===== src/rtl/fetch_pkg.sv =====
// Shared types for the instruction fetch path: buffered entry layout,
// controller states and the bubble instruction shown to decode.
package fetch_pkg;

  typedef struct packed {
    logic [31:0] pc;
    logic [31:0] instr;
  } fetch_entry_t;

  typedef enum logic {
    IDLE = 1'b0,
    RUN  = 1'b1
  } fetch_state_e;

  localparam logic [31:0] NOP_INSTR = 32'h0000_0013;

endpackage


===== src/rtl/fetch_fifo.sv =====
// Small circular buffer of fetched {pc, instr} entries with a flush that
// empties it in one edge. The head is read straight from registered storage.
module fetch_fifo
  import fetch_pkg::*;
#(
  parameter int DEPTH = 2
) (
  input  logic         clk_i,
  input  logic         rst_ni,
  input  logic         push,
  input  logic         pop,
  input  logic         flush,
  input  fetch_entry_t push_data,
  output logic         full,
  output logic         empty,
  output fetch_entry_t head
);

  localparam int PW = $clog2(DEPTH);
  localparam int CW = PW + 1;

  logic [PW-1:0] rd_ptr_reg, wr_ptr_reg;
  logic [CW-1:0] count_reg, count_next;
  fetch_entry_t  mem [DEPTH];

  // The caller never pushes while full without popping, nor pops while empty.
  always_comb begin
    count_next = count_reg;
    case ({push, pop})
      2'b10:   count_next = count_reg + CW'(1);
      2'b01:   count_next = count_reg - CW'(1);
      default: count_next = count_reg;
    endcase
  end

  always_ff @(posedge clk_i) begin
    if (!rst_ni || flush) begin
      rd_ptr_reg <= '0;
      wr_ptr_reg <= '0;
      count_reg  <= '0;
    end else begin
      if (push) wr_ptr_reg <= wr_ptr_reg + PW'(1);
      if (pop)  rd_ptr_reg <= rd_ptr_reg + PW'(1);
      count_reg <= count_next;
    end
  end

  generate
    for (genvar gi = 0; gi < DEPTH; gi++) begin : g_slot
      always_ff @(posedge clk_i) begin
        if (push && !flush && wr_ptr_reg == PW'(gi)) mem[gi] <= push_data;
      end
    end
  endgenerate

  assign full  = (count_reg == CW'(DEPTH));
  assign empty = (count_reg == '0);
  assign head  = mem[rd_ptr_reg];

endmodule


===== src/rtl/fetch_ctrl.sv =====
// Instruction fetch controller: owns the fetch PC, captures combinational
// instruction memory data into a FIFO and hands entries to decode.
module fetch_ctrl
  import fetch_pkg::*;
#(
  parameter logic [31:0] RESET_PC = 32'h0000_0000,
  parameter int          DEPTH    = 2
) (
  input  logic        clk_i,
  input  logic        rst_ni,
  input  logic        fetch_en_i,
  output logic [31:0] imem_addr_o,
  input  logic [31:0] imem_data_i,
  input  logic        redirect_i,
  input  logic [31:0] redirect_pc_i,
  output logic        instr_valid_o,
  input  logic        instr_ready_i,
  output logic [31:0] instr_o,
  output logic [31:0] instr_pc_o
);

  fetch_state_e state_reg, state_next;
  logic [31:0]  pc_reg, pc_next;
  logic         push_en, pop_en;
  logic         fifo_full, fifo_empty;
  fetch_entry_t fifo_head, fifo_in;

  // Redirect targets are word aligned; the low bits are simply dropped.
  logic unused_redirect_lsbs;
  assign unused_redirect_lsbs = ^redirect_pc_i[1:0];

  // Pop only depends on buffered state and decode's ready, never on the PC path.
  assign pop_en = !fifo_empty && instr_ready_i && !redirect_i;

  always_comb begin
    state_next = state_reg;
    push_en    = 1'b0;
    pc_next    = pc_reg;
    case (state_reg)
      IDLE: if (fetch_en_i) state_next = RUN;
      RUN: begin
        if (!fetch_en_i) state_next = IDLE;
        push_en = fetch_en_i && !redirect_i && (!fifo_full || pop_en);
      end
      default: state_next = IDLE;
    endcase
    if (redirect_i)   pc_next = {redirect_pc_i[31:2], 2'b00};
    else if (push_en) pc_next = pc_reg + 32'd4;
  end

  always_ff @(posedge clk_i) begin
    if (!rst_ni) begin
      state_reg <= IDLE;
      pc_reg    <= RESET_PC;
    end else begin
      state_reg <= state_next;
      pc_reg    <= pc_next;
    end
  end

  assign fifo_in = '{pc: pc_reg, instr: imem_data_i};

  fetch_fifo #(.DEPTH(DEPTH)) u_fifo (
    .clk_i    (clk_i),
    .rst_ni   (rst_ni),
    .push     (push_en),
    .pop      (pop_en),
    .flush    (redirect_i),
    .push_data(fifo_in),
    .full     (fifo_full),
    .empty    (fifo_empty),
    .head     (fifo_head)
  );

  assign imem_addr_o   = pc_reg;
  assign instr_valid_o = !fifo_empty;
  assign instr_o       = fifo_empty ? NOP_INSTR : fifo_head.instr;
  assign instr_pc_o    = fifo_empty ? 32'd0 : fifo_head.pc;

endmodule


===== config.mk =====
export PLATFORM = sky130hd
export DESIGN_NAME = fetch_ctrl
export DESIGN_NICKNAME = d
export VERILOG_FILES = /design/src/rtl/fetch_pkg.sv /design/src/rtl/fetch_fifo.sv /design/src/rtl/fetch_ctrl.sv
export SDC_FILE = /design/constraint.sdc
export NUM_CORES = 1
export LEC_CHECK = 0
export ABC_AREA = 0
export CAP_MARGIN = 40
export CORE_UTILIZATION = 45
export DETAILED_ROUTE_END_ITERATION = 8
export HOLD_SLACK_MARGIN = 0.03
export PLACE_DENSITY = 0.74
export SLEW_MARGIN = 10
export SYNTH_ARGS = -nofsm -noshare
export SYNTH_HDL_FRONTEND = slang
export SYNTH_SLANG_ARGS = --single-unit

===== constraint.sdc =====
create_clock -name clk_i -period 5.8 [get_ports clk_i]
set_input_delay 0.58 -clock clk_i [delete_from_list [all_inputs] [get_ports clk_i]]
set_output_delay 0.58 -clock clk_i [all_outputs]
set_load 0.01 [all_outputs]

Word-level counts from Yosys, hierarchy flattened. Memories as Yosys holds them, arrays and structs flattened. A register that Yosys moved wholly into a read port is not among the register bits. Index checks and enable logic that the tools add are counted.

Register bits: 37. Word-level logic and storage cells: 51. Bits in read-only memories: 0. RAM bits: 128. Output and inout bits: 97. Latch bits: 0. Memories: 1.

Memory list: u_fifo.mem (words 2, width 64, rd ports 1, clocked after Yosys merged registers in 1, wr ports 1, RTL line fetch_fifo.sv:24) `fetch_entry_t mem [DEPTH];`.

Magnitude comparators: 0. Eq/ne operators: 3. Div/mod/pow operators: 0. Add/sub/neg operators: 5. Mux-type cells: 16. Bitwise operators: 2. Multiply operators: 0. Reductions and logical operators: 18. Shift-type cells: 0.

Operators with widths (number): two-way mux 32 bit (4); two-way mux 64 bit (1); OR reduction 64 bit (1); adder 32 x 3 -> 32 bit, second input constant (1); two-way mux 1 bit (10); logical AND 1 bit (7); equality test 2 bit, second input constant (2); zero test 1 bit (4); one-hot mux 2 bit (2 select lines) (1); nonzero test 2 bit (2); adder 1 bit, second input constant (2); adder 2 x 1 -> 2 bit, second input constant (1); equality test 2 x 1 -> 1 bit, second input constant (1); zero test 2 bit (1); logical OR 1 bit (2); NOT 1 bit (2); OR reduction 2 bit (1); subtractor 2 x 1 -> 2 bit, second input constant (1).

Depth between registers and ports, before layout.
Word-level depth: 13. Mapped depth: 9. Gate-level depth less buffers: 8.

Modules after synthesis. From an unflattened synthesis, not the netlist that was laid out.

Cell total of the unflattened synthesis: 506. Area total of the unflattened synthesis: 7085.5 µm².

Modules (own cells, without submodules): fetch_fifo (cells each 223, seq. area each 3943.8 µm², instances 1, area each 4828.4 µm²); fetch_ctrl (cells each 283, seq. area each 620.6 µm², instances 1, area each 2257.2 µm²).

Worst setup path before layout. OpenSTA, ideal clock, no wires.

Kind: input -> register. Start point: input port redirect_i. End point: memory u_fifo.mem[0][0] (netlist bit), enable pin. Slack: 1.270 ns. Arrival time: 4.047 ns. Required time: 5.317 ns. Setup time: 0.483 ns. Cell stages on the path: 6. Cells stage by stage: clkbuf_1 nor3_4 inv_2 buf_2 buf_8 nor2_1.

Cells in the longest elaborated chain, start to end: 11.

RTL lines: start, declared (RTL line fetch_ctrl.sv:14) `input logic redirect_i,`; zero test 1 bit * (RTL line fetch_fifo.sv:51, fetch_ctrl.sv:33, fetch_ctrl.sv:43); logical AND 1 bit (RTL line fetch_ctrl.sv:33) `assign pop_en = !fifo_empty && instr_ready_i && !redirect_i;`; logical OR 1 bit (RTL line fetch_ctrl.sv:43) `push_en = fetch_en_i && !redirect_i && (!fifo_full || pop_en);`; logical AND 1 bit (RTL line fetch_ctrl.sv:43); two-way mux 1 bit (RTL line fetch_ctrl.sv:39) `case (state_reg)`; logical AND 1 bit * (RTL line fetch_fifo.sv:51) `if (push && !flush && wr_ptr_reg == PW'(gi)) mem[gi] <= push_data;`; logical AND 1 bit (RTL line fetch_fifo.sv:51); two-way mux 1 bit (RTL line fetch_fifo.sv:51); two-way mux 1 bit (not written as such) (RTL line fetch_fifo.sv:51); OR reduction 64 bit (no line); two-way mux 1 bit (no line); end, declared (RTL line fetch_fifo.sv:24).

Mark *: on every way between the ends. The rest lies on a longest branch, timed or not.

Worst setup path after layout.
Start point: input port redirect_i. End point: memory u_fifo.mem[0][10] (netlist bit), enable pin.

The elaborated chain is that of the path after synthesis.

==> results.yml <==
status:
  status: "completed"
sta:
  hold_viol: 0
  rsz0062_at_grt: "no"
  slew_headroom: 0.433
  finalSetupTns_ns: 0
  layout_min_cycle_time_ns: 3.21
  post-route-period-util: 0.553
  fmaxAchievable_mhz: 312
  setup_viol: 0
  slew_violations: 0
  clock-skew-final_ns: 0.00611
  tightestPinTransition_ns: 0.849
  finalWorstSetupSlack_ns: 2.59
die:
  rows: 44
  die_area_mm2: 0.0155
  initial_core_util: 0.462
  die_w_um: 124
  ios: 166
  chipHeight_um: 124
  coreArea_mm2: 0.0146
grt:
  first_global_vias: 4595
  track_usage: 0.209
  grt_remaining_overflow: 0
  grt_pass1_wl_um: 25000
  antenna_found_initial: 0
  grt_max_degree: 47
power_and_ir_drop:
  power.total_mw: 2.51
  p_per_area_mw_per_mm2: 276
  p_leak_nw: 2.91
  vdd_drop_max_uv: 215
cells_and_area:
  fill_cells: 1109
  multi_input_area_mm2: 0.00212
  diodes: 0
  final_area_mm2: 0.00909
  largest_register_ffs: 124
  regArea_mm2: 0.00445
  nNetsFinal: 745
  drive_gt1_frac: 0.0757
  syn_to_final_growth_pct: 34.8
  stdcell_count: 871
clock_network:
  clk_latency_ns: 0.42
  post_cts_buffers: 0
  cts_tree: "yes"
  cts_made_buffers: 17
  cts_num_sinks: 160
  cts_repair_resize_count: 0
  clkTransAtPathRegs_ns: 0.06
  clk_path_buf_depth: 2
  ctsHoldBuffers: 0
  cts-root-buf: "clkbuf_16"
  h-tree-depth: 4
route:
  finalWirelength_um: 15800
  via_per_inst: 5.53
  wl_per_cell_um: 18.1
  drt-initial-drc-count: 426
  drc: 0
  first_pass_iters: 5
  vias: 4815
  antenna_left: 0
placed_design:
  placed_cells: 839
  gp_congestion: 0.820
  dp_hpwl_um: 10700
  pre_cts_slack_ns: 2.13
  placed_area_mm2: 0.00852
  place.port_buffers: 159
worst_setup_path:
  critical_path_arrival_ns: 3.31
  cp-end-kind: "register"
  crit_type: "in -> reg"
  startpoint_type: "input pin"
  crit_fanout: 35
  rrSetupSlack_ns: 2.83
  cp.required_ns: 5.90
synth:
  synth_edf_count: 124
  seq_area_frac_synth: 0.659
  synth_top_flop_cell: "edfxtp_1"
  ys_types: 54
  netlist_area_mm2: 0.00674
  synth-async-reset-ratio: 0
  synth_cells: 517
  synth_warnings: 0
  avgSynthCellArea_um2: 13.0
  yosys_register_bits: 160
job:
  drv_cap: 0
hold_path:
  worstHoldPathType: "reg -> reg"
worst max-delay path, cell delays in order:
cell and delay, ns:
clkdlybuf4s50_1 0.40, buf_4 0.26, nor3_4 0.64, inv_2 0.43
nor2_4 0.44, buf_12 0.26, buf_4 0.27
per-layer routing:
metal,GRT usage,up-vias,part of all wire
li1,-,2257,-
met5,0,-,0
met2,0.338,187,0.49
met1,0.276,2348,0.44
met3,0.0468,23,0.056
met4,0.0737,0,0.014
layout by cell type, fill, tap and decap left out, types with 5 or more instances in the layout:
cell	synthesis	layout
clkdlybuf4s50_1	0	159
edfxtp_1	124	124
nor2_1	71	69
mux2i_1	62	62
dfxtp_1	36	35
nand2_1	28	28
a21oi_1	28	28
nand3_1	20	20
clkbuf_16	0	17
nand4_1	10	10
a31oi_1	8	8
nor3_1	7	7
xor2_1	7	7
o211ai_1	7	7
nor4_1	7	7
o21ai_0	6	6
buf_4	4	5
area by class of cell:
cell class,count,area share
Tap cell,184,0.0253
Sequential cell,160,0.490
Inverter,5,0.00207
Multi-Input combinational cell,323,0.234
Clock inverter,10,0.0127
Timing Repair Buffer,167,0.187
Clock buffer,22,0.0500
Yosys cell counts, types with 2 or more instances:
cell / instances / share of area
a21oi_1: 28 / 0.021
a31oi_1: 8 / 0.0074
and2_1: 4 / 0.0037
and3_1: 4 / 0.0037
and4_1: 4 / 0.0052
buf_2: 3 / 0.0022
buf_4: 4 / 0.0045
clkbuf_1: 20 / 0.011
clkbuf_8: 3 / 0.0061
dfxtp_1: 36 / 0.11
edfxtp_1: 124 / 0.55
ha_1: 2 / 0.0037
inv_1: 4 / 0.0022
mux2_1: 2 / 0.0033
mux2_2: 2 / 0.0033
mux2i_1: 62 / 0.092
nand2_1: 28 / 0.016
nand3_1: 20 / 0.015
nand4_1: 10 / 0.0093
nor2_1: 71 / 0.040
nor3_1: 7 / 0.0052
nor4_1: 7 / 0.0065
o211ai_1: 7 / 0.0078
o21ai_0: 6 / 0.0045
o22ai_1: 3 / 0.0028
o311ai_0: 3 / 0.0039
o311ai_1: 4 / 0.0052
or3_1: 4 / 0.0037
or4_1: 3 / 0.0033
xnor2_1: 4 / 0.0052
xor2_1: 7 / 0.0091
power breakdown:
part / leakage [nW] / total [mW] / switching, mW / internal [mW]
Combinational: 1.21 / 0.154 / 0.0671 / 0.0868
Sequential: 1.43 / 1.29 / 0.0306 / 1.26
Clock: 0.270 / 1.07 / 0.425 / 0.643
Total: 2.91 / 2.51 / 0.522 / 1.99
worst paths after layout:
kind,cells past startpoint,start,to
worst max-delay path,7,redirect_i,u_fifo.mem[0][10]
worst min-delay path,2,u_fifo.rd_ptr_reg,u_fifo.rd_ptr_reg
worst max register to register,6,u_fifo.count_reg[0],u_fifo.mem[0][10]
worst min register to register,2,u_fifo.rd_ptr_reg,u_fifo.rd_ptr_reg
per-stage QoR:
step | util | hold WS (ns)
5_1_grt | 0.623 | 0.542
3_3_place_gp | 0.579 | 0.486
6_report | 0.623 | 0.501
3_5_place_dp | 0.584 | 0.487
2_1_floorplan | - | 0.472
4_1_cts | 0.623 | 0.505
cells by family after synthesis:
logic type               Yosys count  share of synthesized area
AND/OR/NAND/NOR                  173                      0.131
flip-flops                       160                      0.659
AO/OA/AOI/OAI                     67                     0.0624
multiplexers                      66                     0.0988
buffers and inverters             37                     0.0295
XOR/XNOR                          11                     0.0143
adder cells (fa/ha/maj)            2                    0.00371
other                              1                   0.000556
No activity file was read; power rests on OpenSTA's default activity.
